[config.mk]
export PLATFORM = sky130hd
export DESIGN_NAME = plot_sink
export DESIGN_NICKNAME = d
export VERILOG_FILES = /design/src/rtl/plot_sink_pkg.sv /design/src/rtl/plot_sink_pixel_fifo.sv /design/src/rtl/plot_sink.sv
export SDC_FILE = /design/constraint.sdc
export NUM_CORES = 1
export LEC_CHECK = 0
export ABC_AREA = 1
export BUFFER_PORTS_ARGS = -buffer_cell sky130_fd_sc_hd__clkbuf_2
export CAP_MARGIN = 5
export CORE_ASPECT_RATIO = 1.25
export CORE_MARGIN = 5
export CORE_UTILIZATION = 40
export CTS_CLUSTER_SIZE = 8
export DETAILED_ROUTE_END_ITERATION = 12
export PLACE_DENSITY_LB_ADDON = 0.12
export SYNTH_ARGS = -nofsm -noshare
export SYNTH_HDL_FRONTEND = slang
export SYNTH_SLANG_ARGS = --single-unit
[constraint.sdc]
create_clock -name clk -period 2.8 [get_ports clk]
set_input_delay 0.56 -clock clk [delete_from_list [all_inputs] [get_ports clk]]
set_output_delay 0.56 -clock clk [all_outputs]
set_load 0.03 [all_outputs]
[src/rtl/plot_sink_pkg.sv]
// plot_sink_pkg: screen geometry, colour constants and helpers shared by the pixel sink and all drawers.
package plot_sink_pkg;
  localparam int SCREEN_W   = 160;
  localparam int SCREEN_H   = 120;
  localparam int COL_W      = 3;
  localparam int ADDR_W     = 15;
  localparam int FIFO_DEPTH = 4;
  localparam int X_W        = 8;
  localparam int Y_W        = 7;
  localparam int PIX_W      = X_W + Y_W + COL_W;
  localparam logic [COL_W-1:0] COL_BLACK = 3'b000;
  localparam logic [COL_W-1:0] COL_WHITE = 3'b111;
  typedef enum logic {IDLE, WRITE} state_t;
  // y*160 + x as two shifts and an add
  function automatic logic [ADDR_W-1:0] pix_addr(input logic [X_W-1:0] x, input logic [Y_W-1:0] y);
    return ({8'b0, y} << 7) + ({8'b0, y} << 5) + {7'b0, x};
  endfunction
endpackage

[src/rtl/plot_sink_pixel_fifo.sv]
// pixel_fifo: synchronous FIFO of packed {x, y, colour} pixels with active-low flush.
module pixel_fifo
  import plot_sink_pkg::*;
#(
  parameter int W     = PIX_W,
  parameter int DEPTH = FIFO_DEPTH
) (
  input  logic         clk,
  input  logic         resetn,
  input  logic         push,
  input  logic         pop,
  input  logic [W-1:0] din,
  output logic [W-1:0] dout,
  output logic         full,
  output logic         empty
);
  localparam int AW = $clog2(DEPTH);
  logic [W-1:0] mem [DEPTH];
  logic [AW:0]  wr_ptr, rd_ptr;
  assign dout  = mem[rd_ptr[AW-1:0]];
  assign empty = wr_ptr == rd_ptr;
  assign full  = wr_ptr == {~rd_ptr[AW], rd_ptr[AW-1:0]};
  always_ff @(posedge clk)
    if (push && !full) mem[wr_ptr[AW-1:0]] <= din;
  always_ff @(posedge clk) begin
    if (!resetn) begin
      wr_ptr <= '0;
      rd_ptr <= '0;
    end else begin
      if (push && !full) wr_ptr <= wr_ptr + (AW+1)'(1);
      if (pop && !empty) rd_ptr <= rd_ptr + (AW+1)'(1);
    end
  end
endmodule

[src/rtl/plot_sink.sv]
// plot_sink: clips and buffers plotted pixels, then writes them to the framebuffer under a grant handshake.
module plot_sink
  import plot_sink_pkg::*;
(
  input  logic              clk,
  input  logic              resetn,
  input  logic              plot,
  input  logic [X_W-1:0]    x_in,
  input  logic [Y_W-1:0]    y_in,
  input  logic [COL_W-1:0]  col_in,
  output logic              ready,
  output logic [ADDR_W-1:0] mem_addr,
  output logic [COL_W-1:0]  mem_data,
  output logic              mem_wren,
  input  logic              mem_grant,
  output logic [7:0]        clip_count,
  output logic [ADDR_W-1:0] pixel_count,
  output logic              frame_done
);
  state_t             state, state_nx;
  logic               full, empty, push, pop, on_screen, last_pix, granted;
  logic [PIX_W-1:0]   head;
  logic [X_W-1:0]     hx;
  logic [Y_W-1:0]     hy;
  logic [COL_W-1:0]   hc;
  assign on_screen = (x_in < X_W'(SCREEN_W)) && (y_in < Y_W'(SCREEN_H));
  assign ready     = !full;
  assign push      = plot && ready && on_screen;
  assign {hx, hy, hc} = head;
  assign granted   = mem_wren && mem_grant;
  assign last_pix  = pixel_count == ADDR_W'(SCREEN_W * SCREEN_H - 1);
  pixel_fifo u_fifo (
    .clk   (clk),
    .resetn(resetn),
    .push  (push),
    .pop   (pop),
    .din   ({x_in, y_in, col_in}),
    .dout  (head),
    .full  (full),
    .empty (empty)
  );
  always_ff @(posedge clk)
    state <= !resetn ? IDLE : state_nx;
  always_comb
    state_nx = state == IDLE ? (empty ? IDLE : WRITE) : (mem_grant && empty ? IDLE : WRITE);
  // a grant frees the output registers, so the next head can be loaded on the same edge
  always_comb begin
    mem_wren = state == WRITE;
    pop      = !empty && (state == IDLE || mem_grant);
  end
  always_ff @(posedge clk) begin
    if (!resetn) begin
      mem_addr    <= '0;
      mem_data    <= '0;
      clip_count  <= '0;
      pixel_count <= '0;
      frame_done  <= 1'b0;
    end else begin
      if (pop) begin
        mem_addr <= pix_addr(hx, hy);
        mem_data <= hc;
      end
      if (plot && !on_screen && clip_count != 8'hFF) clip_count <= clip_count + 8'd1;
      if (granted) pixel_count <= last_pix ? '0 : pixel_count + ADDR_W'(1);
      frame_done <= granted && last_pix;
    end
  end
endmodule

==> results by group, run 1 <==
Routing
  • Detail Route Antenna Nets: 0
  • DRC errors left: 0
  • DR vias: 4091
  • Final WL: 12240 µm
  • Routed length per instance: 14.86 µm
  • Vias per inst: 4.965
  • Initial DRC count: 201
  • DRT Pass-1 Iters: 4

Finish
  • Nets@finish: 684
  • Design area: 6591 µm²
  • # diodes: 0
  • Commonest non-fill, non-tap cell in the layout: nand2_1
  • Fill count: 1247
  • Share of post-route cells with drive strength above 1: 0.1960
  • Area Growth Syn to Fin: 20.88%
  • Most frequent cells in the layout: nand2_1 (100), nor2_1 (81), edfxtp_1 (72)

Setup path
  • Crit path kind: flop to flop
  • Worst endpoint data arrival time: 2.87 ns
  • CP max FO: 18
  • Critical Path End Type: flop
  • Critical R2R Capture: mem_addr[13]
  • Reg-to-reg slack, setup: 0.23 ns
  • Worst-case reg-to-reg path depth: 13
  • Nature of the critical path startpoint: flop
  • Worst Path Required: 3.10 ns

Worst hold path
  • Hold Crit Class: input port to flop
  • Hold endpoint: u_fifo.mem[3][2]
  • Hold Path Stages: 1
  • Worst Min Path Start: col_in[2]

Clocking
  • Reg clk slew, reported paths: 0.06 ns
  • Clock Path Buffers: 2
  • CTS Buf Count: 17
  • CTS tree: done
  • Later-pin clock latency in the skew report: 0.41 ns
  • CTS H-tree depth: 4
  • Num Clock Sinks: 123
  • Clk root buf: clkbuf_16
  • Number of buffers inserted by hold repair at cts: 0

Die
  • Row count: 47
  • Core ar.: 13290 µm²
  • Chip Height: 140.5 µm
  • I/O pin cnt: 66
  • Die ar.: 16080 µm²
  • Die width: 114.4 µm
  • Initial Util: 0.4103

Yosys
  • Synth Warn #: 0
  • Synth cell types: 41
  • Avg Cell Area, Syn: 9.754 µm²
  • Cell area after synthesis: 5453 µm²
  • Mapped Cells: 559
  • Flops & latches, synth: 123
  • Syn nets: 603
  • Predominant post-synthesis flop cell: edfxtp_1
  • Async SR Flop Fraction: 0
  • Number of flops mapped to enable cells by yosys: 72
  • Register area share after synthesis: 0.5838

Run
  • Max Cap Viol: 0

STA
  • Setup Skew: 0.01266 ns
  • Rel. slew slack: 0.7556
  • Final hold violation count: 0
  • Final worst path period need: 2.571 ns
  • Tcrit/Tclk final: 0.9182
  • Worst-margin pin slew: 0.3667 ns
  • FMAX: 389.0 MHz
  • Final setup fails: 0
  • Slew Viols, Final: 0
  • Setup TNS: 0 ns
  • RSZ-0062 raised after global routing: false

Placement
  • Placed instance area: 6002 µm²
  • Placed wire-length estimate: 8357 µm
  • GPL Wtd Cong: 0.8204
  • IO buf count: 65

Power and ir drop
  • Leak: 2.722 nW
  • PD cells: 1090 nW/µm²
  • Worst IR drop on VDD: 0.4474 mV

GRT
  • Largest net degree at the start of global routing: 26
  • Congestion Overflow GR: 0
  • GRT Total Usage: 0.1602
  • Vias in the first global route: 4100
  • First-pass GRT wire length: 20080 µm
  • Initial antenna violation count: 0

Run status
  • Status: complete, no violations
## routing by layer
metal,part of all wire,vias to the layer above,GRT usage
met5,0,-,0
met4,0.015,0,0.05378
met3,0.039,16,0.04875
met2,0.52,81,0.2775
met1,0.43,1946,0.1868
li1,-,2048,-
## area by class of cell
| cell class | instances | area (µm²) | share of cell area |
|---|---|---|---|
| Clock inverter | 14 | 145.1 | 0.02202 |
| Tap cell | 171 | 214.0 | 0.03246 |
| Inverter | 56 | 215.2 | 0.03265 |
| Clock buffer | 18 | 429.2 | 0.06511 |
| Multi-Input combinational cell | 364 | 1969 | 0.2988 |
| Sequential cell | 123 | 3183 | 0.4829 |
| Timing Repair Buffer | 78 | 435.4 | 0.06606 |
## Yosys cell counts, types with 2 or more instances
library cell / instances / share of area
nand2_1: 100 / 0.069
nor2_1: 81 / 0.056
edfxtp_1: 72 / 0.40
inv_1: 54 / 0.037
dfxtp_1: 51 / 0.19
o21ai_0: 48 / 0.044
a21oi_1: 30 / 0.028
ha_1: 20 / 0.046
nand3_1: 14 / 0.013
o22ai_1: 14 / 0.016
xor2_1: 11 / 0.018
buf_2: 6 / 0.0055
nand4_1: 5 / 0.0057
xnor2_1: 5 / 0.0080
nand2_2: 4 / 0.0046
nor3_1: 4 / 0.0037
clkbuf_1: 3 / 0.0021
nand3_2: 3 / 0.0055
nor2_2: 3 / 0.0034
nor3b_1: 3 / 0.0041
a21oi_2: 2 / 0.0032
a32oi_1: 2 / 0.0032
buf_6: 2 / 0.0041
clkbuf_2: 2 / 0.0018
fa_1: 2 / 0.0073
nor2_4: 2 / 0.0041
o21ai_1: 2 / 0.0018
## report_power, final
group | switching (mW) | internal [mW] | total (mW)
clock network | 0.792 | 1.31 | 2.10
logic | 1.84 | 1.02 | 2.85
registers | 0.110 | 2.12 | 2.23
total | 2.74 | 4.45 | 7.19
## how the worst max path moves through the flow
stage | startpoint | end | slack [ns] | depth (start not counted)
after CTS | flop | mem_addr[14] | 0.20 | 13
after global placement | flop | mem_addr[14] | 0.24 | 13
after floorplan | flop | mem_addr[12] | 0.33 | 12
after global routing | flop | mem_addr[14] | 0.01 | 15
after detailed placement | flop | mem_addr[14] | 0.20 | 13
final | flop | mem_addr[13] | 0.23 | 13
## critical path, stage by stage (launching register included)
cell and delay, ns:
dfxtp_1 0.39, buf_12 0.16, nand2_1 0.07, a32oi_2 0.25, inv_1 0.10, fa_1 0.60, inv_1 0.06, ha_1 0.28
nand3_1 0.06, nand2_1 0.11, a21oi_1 0.15, nor2_1 0.07, nor2_1 0.12, nor2_1 0.05
## cells by family (layout without fill, tap and decap cells)
kind of cell | count (synthesis) | after routing | share of synthesized area
adder cells (fa/ha/maj) | 22 | 22 | 0.05324
buffers and inverters | 72 | 166 | 0.05782
AO/OA/AOI/OAI | 104 | 104 | 0.1046
AND/OR/NAND/NOR | 221 | 221 | 0.1719
XOR/XNOR | 17 | 17 | 0.02868
flip-flops | 123 | 123 | 0.5838
## sequential cells by signal, indices dropped and copies added (netlist names), named ones only
register and flops:
frame_done 1, mem_data 3, mem_wren 1, u_fifo.wr_ptr 3, mem_addr 15, clip_count 8
pixel_count 15, u_fifo.mem 72, u_fifo.rd_ptr 3
## per-stage QoR
stage,power [mW],hold WS [ns],setup slack [ns],utilization,cells
after global placement,5.103,0.4591,0.2375,0.4516,792
after floorplan,4.464,0.4717,0.3260,-,559
final,7.186,0.3702,0.2290,0.4960,824
after global routing,7.752,0.3578,0.01394,0.4960,824
after detailed placement,5.136,0.4620,0.1995,0.4516,792
after CTS,7.260,0.3576,0.1953,0.4948,824
## what timing repair did
item	CTS	global route
buffers inserted	0	0
resized for setup	0	2
endpoints found under the setup margin	0	3
(Power assumes the default switching activity.)
==> inputs of run 2 (changes only) <==
ABC_AREA = 0   (was 1)
==> run 2 against run 1 <==
Global-route usage down 1.8 points. Power down 9.3%. Critical endpoint is now mem_addr[12]. Die area down 2.6%. Non-clock buffer count up 6. Cell area up 0.36%. Worst setup slack worse by 0.16 ns. Critical path depth down 3. Core utilization up 0.85 points. Fmax down 6.0%.
==> results by group, run 2 <==
Run status
  • Status: complete, no violations

Die
  • Initial Util: 0.4042 (-0.006121)
  • Chip Height: 138.7 µm (-1.3%)
  • Die ar.: 15670 µm² (-2.6%)
  • Row count: 47 (unchanged)
  • Die width: 113.0 µm (-1.3%)
  • I/O pin cnt: 66 (unchanged)
  • Core ar.: 13110 µm² (-1.3%)

Yosys
  • Avg Cell Area, Syn: 13.56 µm² (+39%)
  • Cell area after synthesis: 5300 µm² (-2.8%)
  • Area leader, netlist: edfxtp_1
  • Mapped Cells: 391 (-30%)
  • Post-Synth XOR/XNOR Area: 0.05382 (+0.02514)
  • Number of flops mapped to enable cells by yosys: 72 (unchanged)
  • Synth Area in Compound Gates: 0.06421 (-0.04042)
  • Register area share after synthesis: 0.6006 (+0.01681)
  • Syn nets: 435 (-28%)
  • Top cell type's share of synthesized area: 0.4079 (+0.01142)
  • Largest family of logic cells by synthesized area: simple AND/OR/NAND/NOR gates
  • Most frequent cell after synthesis: edfxtp_1
  • Predominant post-synthesis flop cell: edfxtp_1
  • Simple-Gate Fraction of Synth Area: 0.1242 (-0.04769)
  • Flops & latches, synth: 123 (unchanged)
  • Adder-cell area share of the yosys netlist: 0.05477 (+0.001533)
  • Post-synthesis mux area share: 0.07838 (+0.07838)
  • Top cells by area, synth: edfxtp_1 (41%), dfxtp_1 (19%), mux4_2 (7.6%), ha_1 (4.7%), xnor2_1 (3.1%)
  • Async SR Flop Fraction: 0 (unchanged)
  • Synth Warn #: 0 (unchanged)
  • Synth cell types: 49 (+20%)
  • Top cells by count, synth: edfxtp_1 (72), dfxtp_1 (51), nand2_1 (39)

Clocking
  • Later-pin clock latency in the skew report: 0.41 ns (about the same)
  • CTS tree: done
  • Clk root buf: clkbuf_16
  • Num Clock Sinks: 123 (unchanged)
  • CTS H-tree depth: 4 (unchanged)
  • Reg clk slew, reported paths: 0.06 ns (about the same)
  • CTS Buf Count: 17 (unchanged)
  • Number of buffers inserted by hold repair at cts: 0 (unchanged)
  • Clock Path Buffers: 2 (unchanged)

Finish
  • Commonest non-fill, non-tap cell in the layout: edfxtp_1
  • # diodes: 0 (unchanged)
  • Nets@finish: 524 (-23%)
  • Max reg flops: 72 (unchanged)
  • Fill count: 1154 (-7.5%)
  • Area Growth Syn to Fin: 24.81%
  • Share of post-route cells with drive strength above 1: 0.3367 (+0.1407)
  • Most frequent cells in the layout: edfxtp_1 (72), clkbuf_2 (65), dfxtp_1 (49)
  • Design area: 6615 µm² (+0.36%)
  • Layout Utilization: 0.5044 (+0.008485)

Setup path
  • Crit path largest cell delay: 0.52 ns (-0.08 ns)
  • Slowest CP cell: mux4_2
  • Nature of the critical path startpoint: flop
  • CP max FO: 8 (-10)
  • Crit path kind: flop to flop
  • Critical Path End Type: flop
  • Worst endpoint data arrival time: 3.03 ns (+0.16 ns)
  • Worst Path Required: 3.10 ns (about the same)
  • Critical Path, Cell by Cell: buf_12 > mux4_2 > inv_1 > fa_1 > fa_2 > nand2b_4 > a21oi_4 > o31a_1 > a211oi_1 > o21a_1

Power and ir drop
  • Psw: 2.188 mW (-20%)
  • Total power: 6.515 mW (-9.3%)
  • Seq pwr share: 0.337 (+0.026)
  • Sw frac: 0.3359 (-0.04547)
  • Power share of the clock group: 0.324 (+0.032)
  • Worst IR drop on VDD: 0.4388 mV (-1.9%)
  • Pint: 4.327 mW (-2.7%)
  • Logic pwr share: 0.339 (-0.058)
  • PD cells: 984.8 nW/µm² (-9.7%)
  • Leak: 2.515 nW (-7.6%)

GRT
  • Vias in the first global route: 3495 (-15%)
  • Congestion Overflow GR: 0 (unchanged)
  • Largest net degree at the start of global routing: 25 (-3.8%)
  • First-pass GRT wire length: 17560 µm (-13%)
  • GRT Total Usage: 0.1422 (-0.01799)
  • Initial antenna violation count: 0 (unchanged)

Run
  • Max Cap Viol: 0 (unchanged)

Placement
  • IO buf count: 65 (unchanged)
  • Placed wire-length estimate: 7281 µm (-13%)
  • Placed instance area: 5921 µm² (-1.4%)
  • GPL Wtd Cong: 0.7984 (-2.7%)

STA
  • Setup Skew: 0.006357 ns (-0.006303 ns)
  • Final hold violation count: 0 (unchanged)
  • RSZ-0062 raised after global routing: true
  • Final setup fails: 0 (unchanged)
  • Worst-margin pin slew: 0.4950 ns (+0.1284 ns)
  • Setup TNS: 0 ns (unchanged)
  • Final worst path period need: 2.734 ns (+0.1631 ns)
  • FMAX: 365.7 MHz (-6.0%)
  • Rel. slew slack: 0.6680 (-0.08752)
  • Tcrit/Tclk final: 0.9765 (+0.05826)
  • Slew Viols, Final: 0 (unchanged)

Routing
  • Initial DRC count: 195 (-3.0%)
  • Final WL: 10510 µm (-14%)
  • Detail Route Antenna Nets: 0 (unchanged)
  • DRC errors left: 0 (unchanged)
  • Routed length per instance: 15.83 µm (+6.6%)
  • DR vias: 3303 (-19%)
  • DRT Pass-1 Iters: 6 (+2)
  • Vias per inst: 4.974 (+0.19%)

Worst hold path
  • Hold Crit Class: input port to flop
==> run 2: power groups by stage <==
stage	Clock (mW)	Sequential [mW]	Combinational (mW)
after detailed placement	0	2.23	1.93
after floorplan	0	2.40	1.28
final	2.11	2.19	2.21
after global placement	0	2.23	1.93
after global routing	2.25	2.22	2.45
after CTS	2.16	2.20	1.96
==> run 2: logic make-up (layout without fill, tap and decap cells) <==
kind of cell / after synthesis / count (layout)
AND/OR/NAND/NOR: 124 / 124
flip-flops: 123 / 123
AO/OA/AOI/OAI: 47 / 47
XOR/XNOR: 30 / 30
buffers and inverters: 26 / 128
adder cells (fa/ha/maj): 22 / 22
multiplexers: 19 / 19
==> run 2: path summary, 6_finish.rpt <==
| check | cells past startpoint | from | to | slack [ns] |
|---|---|---|---|---|
| min reg2reg | 2 | mem_addr[6] | mem_addr[6] | 0.45 |
| min | 1 | x_in[0] | u_fifo.mem[1][10] | 0.37 |
| max reg2reg | 10 | flop | mem_addr[12] | 0.07 |
| max | 10 | flop | mem_addr[12] | 0.07 |
==> run 2: per-stage QoR <==
stage | hold slack (ns) | setup slack (ns) | cells
2_1_floorplan | 0.4991 | 0.006521 | 391
3_3_place_gp | 0.4403 | 0.02232 | 628
3_5_place_dp | 0.4478 | -0.05165 | 628
4_1_cts | 0.3533 | 0.02298 | 660
5_1_grt | 0.3562 | -0.1538 | 664
6_report | 0.3715 | 0.06588 | 664
==> run 2: metal layers <==
| metal | GRT usage | up-vias | part of all wire |
|---|---|---|---|
| met5 | 0 | - | 0 |
| met4 | 0.05443 | 0 | 0.016 |
| met3 | 0.03797 | 15 | 0.045 |
| met2 | 0.2363 | 68 | 0.50 |
| met1 | 0.1764 | 1616 | 0.44 |
| li1 | - | 1604 | - |
==> run 2: final cells by class <==
type	instances	area [µm²]	area share
sequential	123	3186	0.4816
multi-input combinational	242	2111	0.3191
timing repair buffer	84	484.2	0.07320
clock buffer	17	425.4	0.06431
tap	171	214.0	0.03234
clock inverter	15	150.1	0.02270
inverter	12	45.04	0.006809
==> run 2: repair_timing <==
action | in CTS | in global routing
resized for setup | 3 | 21
buffers inserted | 0 | 4
endpoints found under the setup margin | 4 | 6
pin swaps | 0 | 12
==> run 2: critical path: cells and delay by family (launching register included) <==
family          cells  cell delay, ns
mux                 1            0.52
fa+ha+maj           2            0.80
simple gates        1            0.16
buf+inv             2            0.23
flops               1            0.35
compound gates      4            0.55
